[config.mk]
export PLATFORM = sky130hd
export DESIGN_NAME = fetch_unit_flat
export DESIGN_NICKNAME = d
export VERILOG_FILES = /design/src/rtl/fetch_unit_if.sv /design/src/rtl/fetch_unit.sv /design/src/flat_wrapper.sv
export SDC_FILE = /design/constraint.sdc
export NUM_CORES = 1
export LEC_CHECK = 0
export ABC_CLOCK_PERIOD_IN_PS = 10100
export BUFFER_PORTS_ARGS = -buffer_cell sky130_fd_sc_hd__buf_2
export CORE_AREA = 2 2 129 131
export CTS_CLUSTER_DIAMETER = 200
export DETAILED_ROUTE_END_ITERATION = 6
export DIE_AREA = 0 0 131 133
export GPL_TIMING_DRIVEN = 0
export HOLD_SLACK_MARGIN = 0.02
export PLACE_DENSITY = 0.78
export REMOVE_ABC_BUFFERS = 1
export SETUP_SLACK_MARGIN = 0.5
export SYNTH_ARGS = -nofsm -noshare
export SYNTH_HDL_FRONTEND = slang
export SYNTH_SLANG_ARGS = --single-unit
[constraint.sdc]
create_clock -name clk -period 10.1 [get_ports clk]
set_input_delay 1.515 -clock clk [delete_from_list [all_inputs] [get_ports clk]]
set_output_delay 1.515 -clock clk [all_outputs]
set_load 0.005 [all_outputs]
[src/rtl/fetch_unit_if.sv]
// Bundles the instruction-memory request/response channel and the decoder-facing
// instruction channel of the fetch stage.
interface fetch_unit_if;
  logic        imem_req_valid;
  logic        imem_req_ready;
  logic [31:0] imem_req_addr;
  logic        imem_rsp_valid;
  logic [31:0] imem_rsp_data;
  logic        instr_valid;
  logic        instr_ready;
  logic [31:0] instr;
  logic [31:0] instr_pc;

  modport master (
    output imem_req_valid, imem_req_addr, instr_valid, instr, instr_pc,
    input  imem_req_ready, imem_rsp_valid, imem_rsp_data, instr_ready
  );

  modport slave (
    input  imem_req_valid, imem_req_addr, instr_valid, instr, instr_pc,
    output imem_req_ready, imem_rsp_valid, imem_rsp_data, instr_ready
  );
endinterface

[src/rtl/fetch_unit.sv]
// In-order instruction fetch with a credit-limited request stream, a small {pc,data} FIFO
// and redirect flushing. Optional FETCH_MISALIGN_TRAP_EN adds a sticky misaligned-target fault.
module fetch_unit #(
  parameter logic [31:0] RESET_PC   = 32'h0000_0000,
  parameter int          FIFO_DEPTH = 2
) (
  input  logic         clk,
  input  logic         rst,
  fetch_unit_if.master bus,
  input  logic         redirect_valid,
  input  logic [31:0]  redirect_pc
`ifdef FETCH_MISALIGN_TRAP_EN
  ,
  output logic         fetch_fault
`endif
);

  localparam int CW = $clog2(FIFO_DEPTH) + 1;
  localparam int PW = $clog2(FIFO_DEPTH);
  localparam logic [CW:0] DEPTH_W = (CW+1)'(FIFO_DEPTH);

  logic [31:0]   pc;
  logic [31:0]   resp_pc;
  logic [CW-1:0] outstanding;
  logic [CW-1:0] drop_cnt;
  logic [CW-1:0] count;
  logic [PW-1:0] rd_ptr;
  logic [PW-1:0] wr_ptr;
  logic [31:0]   buf_pc   [FIFO_DEPTH];
  logic [31:0]   buf_data [FIFO_DEPTH];
  logic [31:0]   target;
  logic          fault;
  logic          credit_ok;
  logic          req_fire;
  logic          rsp;
  logic          push;
  logic          pop;

`ifdef FETCH_MISALIGN_TRAP_EN
  logic misaligned;
  assign target      = redirect_pc;
  assign misaligned  = redirect_pc[1:0] != 2'b00;
  assign fetch_fault = fault & ~rst;
`else
  assign target = redirect_pc & ~32'h3;
  assign fault  = 1'b0;
`endif

  // Credits cover both in-flight requests and buffered words, so responses always have room.
  assign credit_ok          = ({1'b0, outstanding} + {1'b0, count}) < DEPTH_W;
  assign bus.imem_req_valid = ~rst & ~redirect_valid & ~fault & credit_ok;
  assign bus.imem_req_addr  = pc;
  assign req_fire           = bus.imem_req_valid & bus.imem_req_ready;
  assign rsp                = bus.imem_rsp_valid;
  assign push               = rsp & ~redirect_valid & (drop_cnt == '0);
  assign pop                = (count != '0) & bus.instr_ready & ~redirect_valid;

  assign bus.instr_valid = ~rst & (count != '0);
  assign bus.instr       = bus.instr_valid ? buf_data[rd_ptr] : '0;
  assign bus.instr_pc    = bus.instr_valid ? buf_pc[rd_ptr]   : '0;

  always_ff @(posedge clk) begin
    if (rst) begin
      pc          <= RESET_PC;
      resp_pc     <= RESET_PC;
      outstanding <= '0;
      drop_cnt    <= '0;
      count       <= '0;
      rd_ptr      <= '0;
      wr_ptr      <= '0;
`ifdef FETCH_MISALIGN_TRAP_EN
      fault       <= 1'b0;
`endif
    end else begin
      outstanding <= outstanding + CW'(req_fire) - CW'(rsp);
      if (redirect_valid) begin
        // Everything still in flight after this cycle's response belongs to the old stream.
        pc       <= target;
        resp_pc  <= target;
        drop_cnt <= outstanding - CW'(rsp);
        count    <= '0;
        rd_ptr   <= '0;
        wr_ptr   <= '0;
`ifdef FETCH_MISALIGN_TRAP_EN
        fault    <= misaligned;
`endif
      end else begin
        if (req_fire)
          pc <= pc + 32'd4;
        if (rsp && drop_cnt != '0)
          drop_cnt <= drop_cnt - CW'(1);
        if (push) begin
          wr_ptr  <= wr_ptr + PW'(1);
          resp_pc <= resp_pc + 32'd4;
        end
        if (pop)
          rd_ptr <= rd_ptr + PW'(1);
        count <= count + CW'(push) - CW'(pop);
      end
    end
  end

  always_ff @(posedge clk) begin
    if (push) begin
      buf_pc[wr_ptr]   <= resp_pc;
      buf_data[wr_ptr] <= bus.imem_rsp_data;
    end
  end

endmodule

[src/flat_wrapper.sv]
// flat-port wrapper written by rule: the top's interface ports become plain ports
module fetch_unit_flat 
#(
  parameter logic [31:0] RESET_PC   = 32'h0000_0000,
  parameter int          FIFO_DEPTH = 2
)
  (clk, rst, redirect_valid, redirect_pc, bus_imem_req_valid, bus_imem_req_addr, bus_instr_valid, bus_instr, bus_instr_pc, bus_imem_req_ready, bus_imem_rsp_valid, bus_imem_rsp_data, bus_instr_ready);
  fetch_unit_if bus_i ();
  input  logic clk;
  input  logic rst;
  input  logic redirect_valid;
  input  logic [31:0] redirect_pc;
  output wire logic [$bits(bus_i.imem_req_valid)-1:0] bus_imem_req_valid;
  output wire logic [$bits(bus_i.imem_req_addr)-1:0] bus_imem_req_addr;
  output wire logic [$bits(bus_i.instr_valid)-1:0] bus_instr_valid;
  output wire logic [$bits(bus_i.instr)-1:0] bus_instr;
  output wire logic [$bits(bus_i.instr_pc)-1:0] bus_instr_pc;
  input wire logic [$bits(bus_i.imem_req_ready)-1:0] bus_imem_req_ready;
  input wire logic [$bits(bus_i.imem_rsp_valid)-1:0] bus_imem_rsp_valid;
  input wire logic [$bits(bus_i.imem_rsp_data)-1:0] bus_imem_rsp_data;
  input wire logic [$bits(bus_i.instr_ready)-1:0] bus_instr_ready;
  assign bus_imem_req_valid = bus_i.imem_req_valid;
  assign bus_imem_req_addr = bus_i.imem_req_addr;
  assign bus_instr_valid = bus_i.instr_valid;
  assign bus_instr = bus_i.instr;
  assign bus_instr_pc = bus_i.instr_pc;
  assign bus_i.imem_req_ready = bus_imem_req_ready;
  assign bus_i.imem_rsp_valid = bus_imem_rsp_valid;
  assign bus_i.imem_rsp_data = bus_imem_rsp_data;
  assign bus_i.instr_ready = bus_instr_ready;
  fetch_unit #(.RESET_PC(RESET_PC), .FIFO_DEPTH(FIFO_DEPTH)) u_core (.clk(clk), .rst(rst), .bus(bus_i), .redirect_valid(redirect_valid), .redirect_pc(redirect_pc));
endmodule
Yosys cells after proc, flatten, opt, wreduce, memory -nomap -nowiden

Memory sizes are Yosys's and may differ from the RTL's. A register that Yosys moved wholly into a read port is not among the register bits.
Index checks and enable logic that the tools add are counted.

$add $sub $neg: 11
Magnitude comparators: 1
Mux-type cells: 14
Bitwise logic cells: 10
Reductions and logical operators: 8

Operator list:

| cell                    | number |
|---|---|
| $mux W32                | 6 |
| $add A32 B3 Y32 const B | 2 |
| $reduce_bool A2 Y1      | 5 |
| $and A1 B1 Y1           | 8 |
| $mux W1                 | 6 |
| $sub A2 B1 Y2           | 3 |
| $add A2 B1 Y2           | 2 |
| $mux W2                 | 2 |
| $add A2 B2 Y3           | 1 |
| $lt A3 B2 Y1 const B    | 1 |
| $add A1 B1 Y1 const B   | 2 |
| $logic_not A2 Y1        | 1 |
| $not A1 Y1              | 2 |
| $reduce_or A2 Y1        | 1 |
| $sub A2 B1 Y2 const B   | 1 |
| $logic_and A1 B1 Y1     | 1 |

Flip-flop bits (word level): 72
RAM bits: 128
Input port bits: 70
Memories: 2

Memories:

| memory          | depth | bits a word | rd ports | clocked after memory_dff | write ports | line             | source |
|---|---|---|---|---|---|---|---|
| u_core.buf_data | 2     | 32          | 1        | 1                        | 1           | fetch_unit.sv:30 | `logic [31:0] buf_data [FIFO_DEPTH];` |
| u_core.buf_pc   | 2     | 32          | 1        | 1                        | 1           | fetch_unit.sv:29 | `logic [31:0] buf_pc [FIFO_DEPTH];` |

Depth between registers and ports, before layout

Word-level depth: 6
Gate-level depth with buffers: 9

Worst setup path before layout

Ideal clock, no wire load.

Path type: input to register
Start: in redirect_valid
End: mem u_core.buf_data[0][0], enable pin
Library setup time: 0.558 ns
Arrival time: 6.408 ns
Required time: 9.542 ns
Setup slack: 3.134 ns
Stages on the path: 4
Path buffers: 3
Cells stage by stage: clkbuf_1 buf_1 clkbuf_1 nor3_1

Longest elaborated chain between the ends: 5

RTL lines:

| what                          | line               | source |
|---|---|---|
| start: declaration            | flat_wrapper.sv:11 | `input logic redirect_valid;` |
| $not A1 Y1                    | fetch_unit.sv:55   | `assign push = rsp & ~redirect_valid & (drop_cnt == '0);` |
| $and A1 B1 Y1 (2 in a row)    | fetch_unit.sv:55   |  |
| $mux W1                       | fetch_unit.sv:104  | `if (push) begin` |
| $mux W1 (implied by the code) | fetch_unit.sv:106  | `buf_data[wr_ptr] <= bus.imem_rsp_data;` |
| end: declaration              | fetch_unit.sv:30   |  |

No other way between the ends.

Final worst setup path

Start: in rst
End: out bus_instr_pc[27]

Longest elaborated chain between the ends: 3

RTL lines:

| what               | line               | source |
|---|---|---|
| start: declaration | flat_wrapper.sv:10 | `input logic rst;` |
| $not A1 Y1         | fetch_unit.sv:58   | `assign bus.instr_valid = ~rst & (count != '0);` |
| $and A1 B1 Y1      | fetch_unit.sv:58   |  |
| $mux W32           | fetch_unit.sv:60   | `assign bus.instr_pc = bus.instr_valid ? buf_pc[rd_ptr] : '0;` |
| end: declaration   | flat_wrapper.sv:17 | `output wire logic [$bits(bus_i.instr_pc)-1:0] bus_instr_pc;` |

No other way between the ends.

==> results.cfg <==
[synthesis]
synth-edff-count = 124
synth.distinct_cells = 56
ys_warn_count = 0
syn_avg_cell_area_sq_um = 11.5
async_reset_ff_frac = 0
synth-seq-cells = 193
synthCells = 756
ys_seq_area_frac = 0.589
syn_area_sq_um = 8670
ys.flop_type = edfxtp_1

[critical_path]
startpoint_type = input pin
crit_type = in2out
cp-end-kind = output pin
worst_ep_arrival_time_ps = 3540
cp_max_fo = 28
startpoint = rst
worstPathRequired_ps = 8590
r2r_start = u_core.count[0]$_SDFF_PP0_

[hold_path]
hold_path.class = reg2reg
hold_path.startpoint = u_core.rd_ptr$_SDFFE_PP0P_

[pwr]
powerDensity_nw_per_um2 = 163
switching_share = 0.231
pwr-share-comb = 0.085
irDropWorstVdd_uv = 133
intPower_w = 0.00130
p_sw_w = 0.000390
power.share.clock = 0.373
seqPwrFrac = 0.542
p_leak_nw = 3.78

[timing]
fin_crit_ps = 5060
grt_setup_unrepaired = false
period_share = 0.501
finClkSkew_ps = 9.67
drv_slew = 0
finalSetupViolations = 0
whs_ps = 516
hold_violations = 0
fin_setup_tns_ps = 0
tightest_slew_ps = 933
clock.fmax_mhz = 198
maxSlewHeadroom = 0.378

[global_routing]
grt_overflow = 0
grt_antenna_before_repair = 0
grt_pass1_wl_um = 31200
grt_pass1_vias = 6131
grt_max_degree = 63
grt_use_total = 0.230

[routing]
route.antenna.remaining_nets = 0
vias = 6582
wirelength_um = 20000
vias_per_cell = 5.78
drc = 0
wl_per_cell_um = 17.5
firstDrtPassIters = 5
drt_iter0_markers = 529

[finish]
fin_nets = 983
num_antenna_cells = 0
fin_util = 0.640
drive_gt1_frac = 0.232
area_growth_pct = 19.3

[status]
status = finished, final reports clean

[clock_tree]
clock_sinks = 193
cts_root_buffer = clkbuf_16
cts_buffers = 17
insertion_delay_ps = 430
path_clk_slew_ps = 70
cts_setup_buffers = 0
htreeDepth = 4
cts_tree = built
hold_buffers = 0
clockBufferDepth = 2
cts_resized = 0

[floorplanning]
floorplan.initialDensity = 0.536
die_area_sq_um = 17400
num_rows = 47
ios = 168
core-area_sq_um = 16200
die_w_um = 131
die-height_um = 133

[placed_design]
port_buffers = 161
place.gp.congestion = 0.902
hpwl_um = 13800

[run]
cap_violations = 0
[power by group through the flow]
| stage | registers (W) | clock network [W] | logic (W) |
|---|---|---|---|
| final | 0.000915 | 0.000630 | 0.000143 |
| after global placement | 0.000934 | 0 | 0.000134 |
| after detailed placement | 0.000930 | 0 | 0.000143 |
| after floorplan | 0.000924 | 0 | 0.0000795 |
| after CTS | 0.000913 | 0.000643 | 0.000144 |
| after global routing | 0.000919 | 0.000669 | 0.000160 |
[metal layers]
metal | global-route usage | up-vias | share of wire
met5 | 0 | - | 0
met1 | 0.326 | 3099 | 0.44
li1 | - | 3155 | -
met3 | 0.0469 | 27 | 0.080
met2 | 0.356 | 301 | 0.46
met4 | 0.0733 | 0 | 0.018
[critical path: stages]
cell     delay, ps
buf_2          280
inv_1          720
o21ai_4        310
buf_16         260
buf_16         170
nor2_1         130
buf_2          130
[synth_stat cells (all sizes together) (3+ instances only)]
cell	number	area (sq um)
a2111oi	3	26.3
a211oi	12	90.1
a21boi	18	135
a21oi	6	30.0
a311oi	10	87.6
a31oi	9	56.3
and2	8	50.1
and3	13	81.3
and4	10	87.6
buf	14	68.8
clkbuf	31	118
dfxtp	69	1380
edfxtp	124	3720
ha	7	87.6
inv	16	60.1
mux2i	63	631
nand2	37	139
nand3	22	110
nand4	24	156
nor2	94	353
nor2b	5	31.3
nor3	23	115
nor3b	4	35.0
nor4	18	113
o211ai	3	22.5
o21a	14	105
o21ai	16	80.1
o311ai	3	26.3
o31a	6	52.6
o31ai	4	30.0
or3	5	31.3
or4	13	97.6
xnor2	20	175
xor2	10	87.6
[worst paths after layout]
kind,end,slack (ps),cells past startpoint
hold reg to reg,flop,520,2
setup reg to reg,u_core.bus.imem_req_addr[18]$_SDFFE_PP0P_,7280,7
hold / removal,flop,520,2
setup / recovery,bus_instr_pc[27],5040,7
[final cells by class]
| cell class | count | area (sq um) |
|---|---|---|
| clock buffer | 24 | 512 |
| clock inverter | 8 | 50.0 |
| fill | 1313 | 5830 |
| inverter | 16 | 60.1 |
| multi-input combinational | 505 | 3360 |
| sequential | 193 | 5110 |
| tap | 220 | 275 |
| timing repair buffer | 172 | 980 |
[kinds of logic (layout without fill, tap and decap cells)]
kind of cell / Yosys count / count (layout) / share of synthesized area
flip-flops: 193 / 193 / 0.589
XOR/XNOR: 30 / 30 / 0.0303
AND/OR/NAND/NOR: 283 / 283 / 0.168
other: 1 / 4 / 0.000432
AO/OA/AOI/OAI: 117 / 117 / 0.0991
buffers and inverters: 61 / 220 / 0.0284
multiplexers: 63 / 63 / 0.0727
adder cells (fa/ha/maj): 8 / 8 / 0.0124
[per-stage QoR]
| stage | instance area [sq um] | setup WS, ps | std cells | total power, W |
|---|---|---|---|---|
| 6_report | 10300 | 5040 | 1138 | 0.00169 |
| 5_1_grt | 10300 | 4850 | 1138 | 0.00175 |
| 4_1_cts | 10300 | 5030 | 1138 | 0.00170 |
| 3_5_place_dp | 9780 | 5030 | 1106 | 0.00107 |
| 3_3_place_gp | 9580 | 883 | 1095 | 0.00107 |
| 2_1_floorplan | 8500 | 3620 | 714 | 0.00100 |
[registers in the layout, summed over array words and instances, names as in the netlist, named ones only]
| signal | cells |
|---|---|
| u_core.bus.imem_req_addr | 30 |
| u_core.rd_ptr | 1 |
| u_core.resp_pc | 30 |
| u_core.count | 2 |
| u_core.wr_ptr | 1 |
| u_core.outstanding | 2 |
| u_core.buf_pc | 60 |
| u_core.buf_data | 64 |
| u_core.drop_cnt | 2 |
[cells in the final DEF (no fill, tap or decap), types with 17 or more instances in the layout]
master	instances
a21boi_0	18
buf_2	161
clkbuf_16	19
dfxtp_1	68
edfxtp_1	124
mux2i_1	63
nand2_1	37
nand3_1	22
nand4_1	23
nor2_1	94
nor3_1	22
nor4_1	17
xnor2_1	20
No activity file was read; power rests on OpenSTA's default activity.
